File: config.mk
export PLATFORM = sky130hd
export DESIGN_NAME = text_writer
export DESIGN_NICKNAME = d
export VERILOG_FILES = /design/src/rtl/text_pkg.sv /design/src/rtl/text_writer.sv
export SDC_FILE = /design/constraint.sdc
export NUM_CORES = 1
export LEC_CHECK = 0
export ABC_AREA = 1
export CORE_UTILIZATION = 58
export CTS_CLUSTER_DIAMETER = 60
export DETAILED_ROUTE_END_ITERATION = 8
export PLACE_DENSITY = 0.82
export SLEW_MARGIN = 20
export SYNTH_ARGS = -nofsm -noshare
export SYNTH_HDL_FRONTEND = slang
export SYNTH_SLANG_ARGS = --single-unit
File: constraint.sdc
create_clock -name clk_25 -period 3.94 [get_ports clk_25]
set_clock_uncertainty 0.2 [all_clocks]
set_input_delay 0.788 -clock clk_25 [delete_from_list [all_inputs] [get_ports clk_25]]
set_output_delay 0.788 -clock clk_25 [all_outputs]
set_load 0.01 [all_outputs]
File: src/rtl/text_pkg.sv
// Shared constants and types for the character-stream writer of the VGA text screen.
package text_pkg;
    localparam int DEF_COLS = 80;
    localparam int DEF_ROWS = 60;
    localparam int COL_W    = 7;
    localparam int ROW_W    = 6;

    localparam logic [7:0] CR    = 8'h0D;
    localparam logic [7:0] LF    = 8'h0A;
    localparam logic [7:0] BS    = 8'h08;
    localparam logic [7:0] FF    = 8'h0C;
    localparam logic [7:0] SPACE = 8'h20;

    typedef enum logic {IDLE, CLEAR} state_t;

    function automatic logic is_printable(input logic [7:0] c);
        return (c >= 8'h20) && (c <= 8'h7E);
    endfunction
endpackage

File: src/rtl/text_writer.sv
// Turns an ASCII byte stream into one-cycle text-buffer cell writes and tracks the cursor.
// Write latency 1 cycle; char_ready drops during a clear sweep or while clear_req is asserted.
module text_writer
    import text_pkg::*;
#(
    parameter int COLS = DEF_COLS,
    parameter int ROWS = DEF_ROWS
) (
    input  logic             clk_25,
    input  logic             reset,
    input  logic [7:0]       char_in,
    input  logic             char_valid,
    output logic             char_ready,
    input  logic             clear_req,
    output logic [COL_W-1:0] text_add_col,
    output logic [ROW_W-1:0] text_add_row,
    output logic [7:0]       text_data,
    output logic             wr_en,
    output logic [COL_W-1:0] cursor_col,
    output logic [ROW_W-1:0] cursor_row,
    output logic             busy
);
    localparam logic [COL_W-1:0] COL_MAX = COL_W'(COLS - 1);
    localparam logic [ROW_W-1:0] ROW_MAX = ROW_W'(ROWS - 1);

    state_t           state, state_n;
    logic [COL_W-1:0] cur_col_n, sw_col, sw_col_n, add_col_n;
    logic [ROW_W-1:0] cur_row_n, sw_row, sw_row_n, add_row_n;
    logic [7:0]       data_n;
    logic             wr_en_n, sw_done, sw_done_n;
    logic             accept;

    assign char_ready = (state == IDLE) && !clear_req;
    assign busy       = (state == CLEAR);
    assign accept     = char_valid && char_ready;

    always_comb begin
        state_n   = state;
        cur_col_n = cursor_col;
        cur_row_n = cursor_row;
        sw_col_n  = sw_col;
        sw_row_n  = sw_row;
        sw_done_n = sw_done;
        wr_en_n   = 1'b0;
        add_col_n = text_add_col;
        add_row_n = text_add_row;
        data_n    = text_data;

        case (state)
            IDLE: begin
                if (clear_req || (accept && char_in == FF)) begin
                    state_n   = CLEAR;
                    cur_col_n = '0;
                    cur_row_n = '0;
                    sw_col_n  = '0;
                    sw_row_n  = '0;
                    sw_done_n = 1'b0;
                end else if (accept) begin
                    if (is_printable(char_in)) begin
                        wr_en_n   = 1'b1;
                        add_col_n = cursor_col;
                        add_row_n = cursor_row;
                        data_n    = char_in;
                        if (cursor_col == COL_MAX) begin
                            cur_col_n = '0;
                            cur_row_n = (cursor_row == ROW_MAX) ? '0 : cursor_row + 1'b1;
                        end else begin
                            cur_col_n = cursor_col + 1'b1;
                        end
                    end else if (char_in == CR) begin
                        cur_col_n = '0;
                    end else if (char_in == LF) begin
                        cur_col_n = '0;
                        cur_row_n = (cursor_row == ROW_MAX) ? '0 : cursor_row + 1'b1;
                    end else if (char_in == BS && cursor_col != '0) begin
                        // Erase the cell the cursor steps back onto.
                        cur_col_n = cursor_col - 1'b1;
                        wr_en_n   = 1'b1;
                        add_col_n = cursor_col - 1'b1;
                        add_row_n = cursor_row;
                        data_n    = SPACE;
                    end
                end
            end
            CLEAR: begin
                cur_col_n = '0;
                cur_row_n = '0;
                if (clear_req) begin
                    sw_col_n  = '0;
                    sw_row_n  = '0;
                    sw_done_n = 1'b0;
                end else if (sw_done) begin
                    // One extra cycle after the last write so busy falls after it.
                    state_n = IDLE;
                end else begin
                    wr_en_n   = 1'b1;
                    add_col_n = sw_col;
                    add_row_n = sw_row;
                    data_n    = SPACE;
                    if (sw_col == COL_MAX) begin
                        sw_col_n = '0;
                        if (sw_row == ROW_MAX) begin
                            sw_row_n  = '0;
                            sw_done_n = 1'b1;
                        end else begin
                            sw_row_n = sw_row + 1'b1;
                        end
                    end else begin
                        sw_col_n = sw_col + 1'b1;
                    end
                end
            end
            default: state_n = CLEAR;
        endcase
    end

    always_ff @(posedge clk_25) begin
        if (reset) begin
            state        <= CLEAR;
            cursor_col   <= '0;
            cursor_row   <= '0;
            sw_col       <= '0;
            sw_row       <= '0;
            sw_done      <= 1'b0;
            wr_en        <= 1'b0;
            text_add_col <= '0;
            text_add_row <= '0;
            text_data    <= SPACE;
        end else begin
            state        <= state_n;
            cursor_col   <= cur_col_n;
            cursor_row   <= cur_row_n;
            sw_col       <= sw_col_n;
            sw_row       <= sw_row_n;
            sw_done      <= sw_done_n;
            wr_en        <= wr_en_n;
            text_add_col <= add_col_n;
            text_add_row <= add_row_n;
            text_data    <= data_n;
        end
    end
endmodule
* Word level (Yosys, flattened, before mapping)
Index checks and enable logic that the tools add are counted.
** Cells by class
- Add/sub/neg operators :: 5
- Magnitude comparators :: 2
- Equality and inequality tests :: 23
- Muxes and demuxes :: 71
- Bitwise gates (word level) :: 1
- Reduce and logical (&&, ||, !) cells :: 13
** Operator list (number)
- 2-to-1 mux 7 bit :: 18
- 2-to-1 mux 6 bit :: 20
- 2-to-1 mux 8 bit :: 8
- one-hot mux 7 bit (2 select lines) :: 3
- one-hot mux 6 bit (2 select lines) :: 3
- == test 8 x 4 -> 1 bit, second input constant :: 4
- one-hot mux 8 bit (2 select lines) :: 1
- 2-to-1 mux 1 bit :: 15
- adder 7 x 1 -> 7 bit, second input constant :: 2
- == test 7 bit, second input constant :: 2
- adder 6 x 1 -> 6 bit, second input constant :: 2
- == test 6 bit, second input constant :: 2
- != test 3 bit, second input constant :: 3
- greater-or-equal comparator 8 x 6 -> 1 bit, second input constant :: 1
- less-or-equal comparator 8 x 7 -> 1 bit, second input constant :: 1
- != test 2 bit, second input constant :: 4
- AND reduction 7 bit :: 1
- nonzero test 7 bit :: 1
- subtractor 7 x 1 -> 7 bit, second input constant :: 1
- != test 3 x 2 -> 1 bit, second input constant :: 2
- != test 6 x 1 -> 1 bit, second input constant :: 1
- one-hot mux 1 bit (2 select lines) :: 3
- logical AND 1 bit :: 5
- != test 4 x 1 -> 1 bit, second input constant :: 1
- 10 further kinds :: 11
** Storage, ports and cells
- Register bits :: 50
- Bits of input ports :: 12
- Output and inout port bits :: 37

* Logic depth before layout (Yosys ltp)
- Depth after elaboration :: 9
- Depth in mapped cells :: 12
- Mapped depth without buffers :: 11

* Worst setup path before layout
Ideal clock, no wire load.
- Path kind :: input -> register
- Start point :: input char_in[5]
- End point :: register text_add_col[2]
- Arrival time :: 1.761 ns
- Required time :: 3.627 ns
- Path slack :: 1.866 ns
- Stages :: 10
- Cell sequence :: nor2_1 > nand3_1 > nor2_1 > nand2_1 > nand2_4 > nand2_2 > buf_6 > buf_6 > nor2_1 > nor2_1
** On the way
- Word-level cells in the longest chain between the ends :: 6
- Elaborated cells between the ends (all ways) :: 19
** Ends and longest elaborated chain
- start, declared :: line text_writer.sv:11 : input logic [7:0] char_in,
- greater-or-equal comparator 8 x 6 -> 1 bit or less-or-equal comparator 8 x 7 -> 1 bit (tied branches) :: line text_pkg.sv:17 : return (c >= 8'h20) && (c <= 8'h7E);
- logical AND 1 bit :: line text_pkg.sv:17
- 2-to-1 mux 7 bit :: line text_writer.sv:59 : if (is_printable(char_in)) begin
- 2-to-1 mux 7 bit :: line text_writer.sv:58 : end else if (accept) begin
- 2-to-1 mux 7 bit :: line text_writer.sv:51 : if (clear_req || (accept && char_in == FF)) begin
- one-hot mux 7 bit (2 select lines) :: line text_writer.sv:49 : case (state)
- end signal, assigned :: line text_writer.sv:137 : text_add_col <= add_col_n;
- end, declared :: line text_writer.sv:15 : output logic [COL_W-1:0] text_add_col,
Parallel ways exist; a longest one is shown, timed or not. The select of a mux whose other input is x is not followed.
A chain may end at the register's enable or synchronous reset.

* Worst setup path after layout
- Start point :: input clear_req
- End point :: output char_ready
** On the way
- Word-level cells in the longest chain between the ends :: 2
** Ends and longest elaborated chain
- start, declared :: line text_writer.sv:14 : input logic clear_req,
- zero test 1 bit :: line text_writer.sv:33 : assign char_ready = (state == IDLE) && !clear_req;
- logical AND 1 bit :: line text_writer.sv:33
- end, declared :: line text_writer.sv:13 : output logic char_ready,
No other way between the ends.

==> results.py <==
metrics = {
    "finish": {
        "syn2layout_area_growth_pct": 20.6,
        "multi_input_area_mm2": 0.00178,
        "layout-drive-gt1-share": 0.0695,
        "diodes": 0,
        "final_area_mm2": 0.00371,
        "fillers": 458,
        "nNetsFinal": 549,
        "seq_area_mm2": 0.00100,
    },
    "routing": {
        "vias_per_cell": 5.38,
        "drt_iter0_markers": 249,
        "first_pass_iters": 5,
        "num_vias": 3238,
        "drcViolationCount": 0,
        "wl_per_cell_um": 13.0,
        "wl_um": 7850,
        "drt.antenna.violating_nets": 0,
    },
    "sta": {
        "setup_tns_ps": 0,
        "hold_viol": 0,
        "fin_crit_sh": 0.805,
        "grt_setup_unrepaired": "no",
        "drv_slew": 0,
        "max_clock_freq_ghz": 0.315,
        "post-route-min-period_ps": 3170,
        "slew_headroom": 0.609,
        "worst_slack_ps": 770,
        "setup_viol": 0,
        "worst_slew_pin_slew_ps": 586,
    },
    "yosys": {
        "synth.most_common_cell": "nand2_1",
        "ys_seq_elements": 50,
        "yosysUniqueCellTypes": 31,
        "synthTopCellsByArea": "dfxtp_1 33%, nand2_1 18%, nor2_1 7.8%",
        "synthArstFlopShare": 0,
        "synth_edf_count": 0,
        "postSynthCellCount": 490,
        "synthFlopType": "dfxtp_1",
        "synth_top_area_frac": 0.325,
        "ys_seq_area_frac": 0.325,
        "yosys-top-cells-count": "150 x nand2_1, 64 x nor2_1, 50 x dfxtp_1, 46 x inv_1, 46 x nand3_1",
        "avgSynthCellArea_um2": 6.28,
        "synth_nets": 508,
        "yosys.area.top_type": "dfxtp_1",
        "ys.warnings.count": 0,
        "syn_area_mm2": 0.00308,
    },
    "cts": {
        "tritoncts.num_buffers": 5,
        "clock_latency_ps": 310,
        "cts_setup_buffers": 0,
        "cts_sinks": 50,
        "cts_tree": "yes",
        "h-tree-depth": 2,
        "path_clk_slew_ps": 90,
        "cts_root_buf": "clkbuf_8",
        "cts.hold.buffers_added": 0,
        "clockBufferDepth": 2,
        "cts_resized": 0,
    },
    "flow_run": {
        "max_cap_viol_count": 0,
    },
    "grt": {
        "grt_pass1_wl_um": 12300,
        "grt_overflow": 0,
        "grt_max_degree": 30,
        "antenna_found_initial": 0,
        "grt_pass1_vias": 2666,
        "grtUsageTotal": 0.286,
    },
    "floorplanning": {
        "die_area_mm2": 0.00560,
        "rows": 26,
        "die_h_um": 74.9,
        "io_pins": 49,
        "core_area_mm2": 0.00511,
        "start_util": 0.603,
        "dieWidth_um": 74.9,
    },
    "power": {
        "leakagePower_nw": 1.55,
        "fin_total_pwr_mw": 1.06,
        "vdd_ir_drop_max_v": 0.000170,
        "power.density_mw_per_mm2": 285,
    },
    "placed_design": {
        "place_congestion": 1.01,
        "hpwl_um": 5820,
        "dpl-instance-area_mm2": 0.00357,
        "port_buffers": 48,
        "place_ws_ps": 762,
    },
    "critical_path": {
        "worstSetupPathType": "primary input to primary output",
        "end_kind": "primary output",
        "cp.arrival_ps": 2180,
        "cp.required_ps": 2950,
        "path_max_fanout": 5,
        "start_kind": "primary input",
    },
    "run_status": {
        "status": "completed",
    },
    "hold_path": {
        "hp-class": "flip-flop to flip-flop",
    },
}
-- worst paths after layout --
kind / cells past startpoint / slack (ps) / end / start
setup reg to reg: 9 / 1760 / text_add_col[5] / cursor_col[0]
setup / recovery: 5 / 770 / char_ready / clear_req
hold / removal: 2 / 250 / text_data[7] / text_data[7]
hold reg to reg: 2 / 250 / text_data[7] / text_data[7]
-- routing by layer --
metal | vias up | routed length [um] | GRT usage
li1 | 1650 | - | -
met4 | 0 | 60 | 0.0671
met2 | 111 | 3620 | 0.469
met1 | 1472 | 3710 | 0.396
met3 | 5 | 464 | 0.0455
met5 | - | 0 | 0
-- state kept, by name, summed over array words and instances, names as in the netlist --
name / flops
busy: 1
cursor_col: 7
cursor_row: 6
sw_col: 7
sw_done: 1
sw_row: 6
text_add_col: 7
text_add_row: 6
text_data: 8
wr_en: 1
-- where the power goes --
| part | internal (mW) | switching, mW | leakage [nW] | total [mW] |
|---|---|---|---|---|
| registers | 0.512 | 0.00568 | 0.405 | 0.518 |
| clock network | 0.271 | 0.177 | 0.0714 | 0.448 |
| logic | 0.0380 | 0.0543 | 1.07 | 0.0923 |
-- critical path: stages --
cell and delay [ps]:
clkdlybuf4s50_1 510, inv_1 90, nand2_1 70, inv_1 150, clkdlybuf4s50_1 560
-- cells in the final DEF (no fill, tap or decap), types with 2 or more instances in the layout --
cell type and count:
nand2_1 150, nor2_1 64, dfxtp_1 50, clkdlybuf4s50_1 48, inv_1 46, nand3_1 46, a21oi_1 31, nand4_1 18
o21ai_0 10, xor2_1 8, nand2_2 7, nor3_1 6, ha_1 6, clkbuf_8 6, nor2_2 5, o211ai_1 4
buf_4 4, nand2_4 3, nor3b_1 3, nor2_4 2, inv_2 2, nand3_2 2, o21bai_1 2, bufinv_16 2
-- through the flow --
| step | util | instances | hold slack [ps] |
|---|---|---|---|
| 6_report | 0.727 | 602 | 253 |
| 5_1_grt | 0.727 | 602 | 274 |
| 4_1_cts | 0.727 | 602 | 257 |
| 3_5_place_dp | 0.699 | 594 | 242 |
| 3_3_place_gp | 0.699 | 594 | 229 |
| 2_1_floorplan | - | 490 | 261 |
-- layout make-up --
| class | count | share of cell area |
|---|---|---|
| Multi-Input combinational cell | 372 | 0.479 |
| Sequential cell | 50 | 0.269 |
| Timing Repair Buffer | 52 | 0.137 |
| Inverter | 50 | 0.0522 |
| Tap cell | 70 | 0.0236 |
| Clock buffer | 6 | 0.0222 |
| Clock inverter | 2 | 0.0162 |
-- cell families (layout without fill, tap and decap cells) --
kind of cell             Yosys count  in the layout  synth area share
adder cells (fa/ha/maj)            6              6            0.0244
AO/OA/AOI/OAI                     49             49            0.0857
flip-flops                        50             50             0.325
buffers and inverters             68            110            0.0971
AND/OR/NAND/NOR                  309            309             0.445
XOR/XNOR                           8              8            0.0228
(Power assumes the default switching activity.)
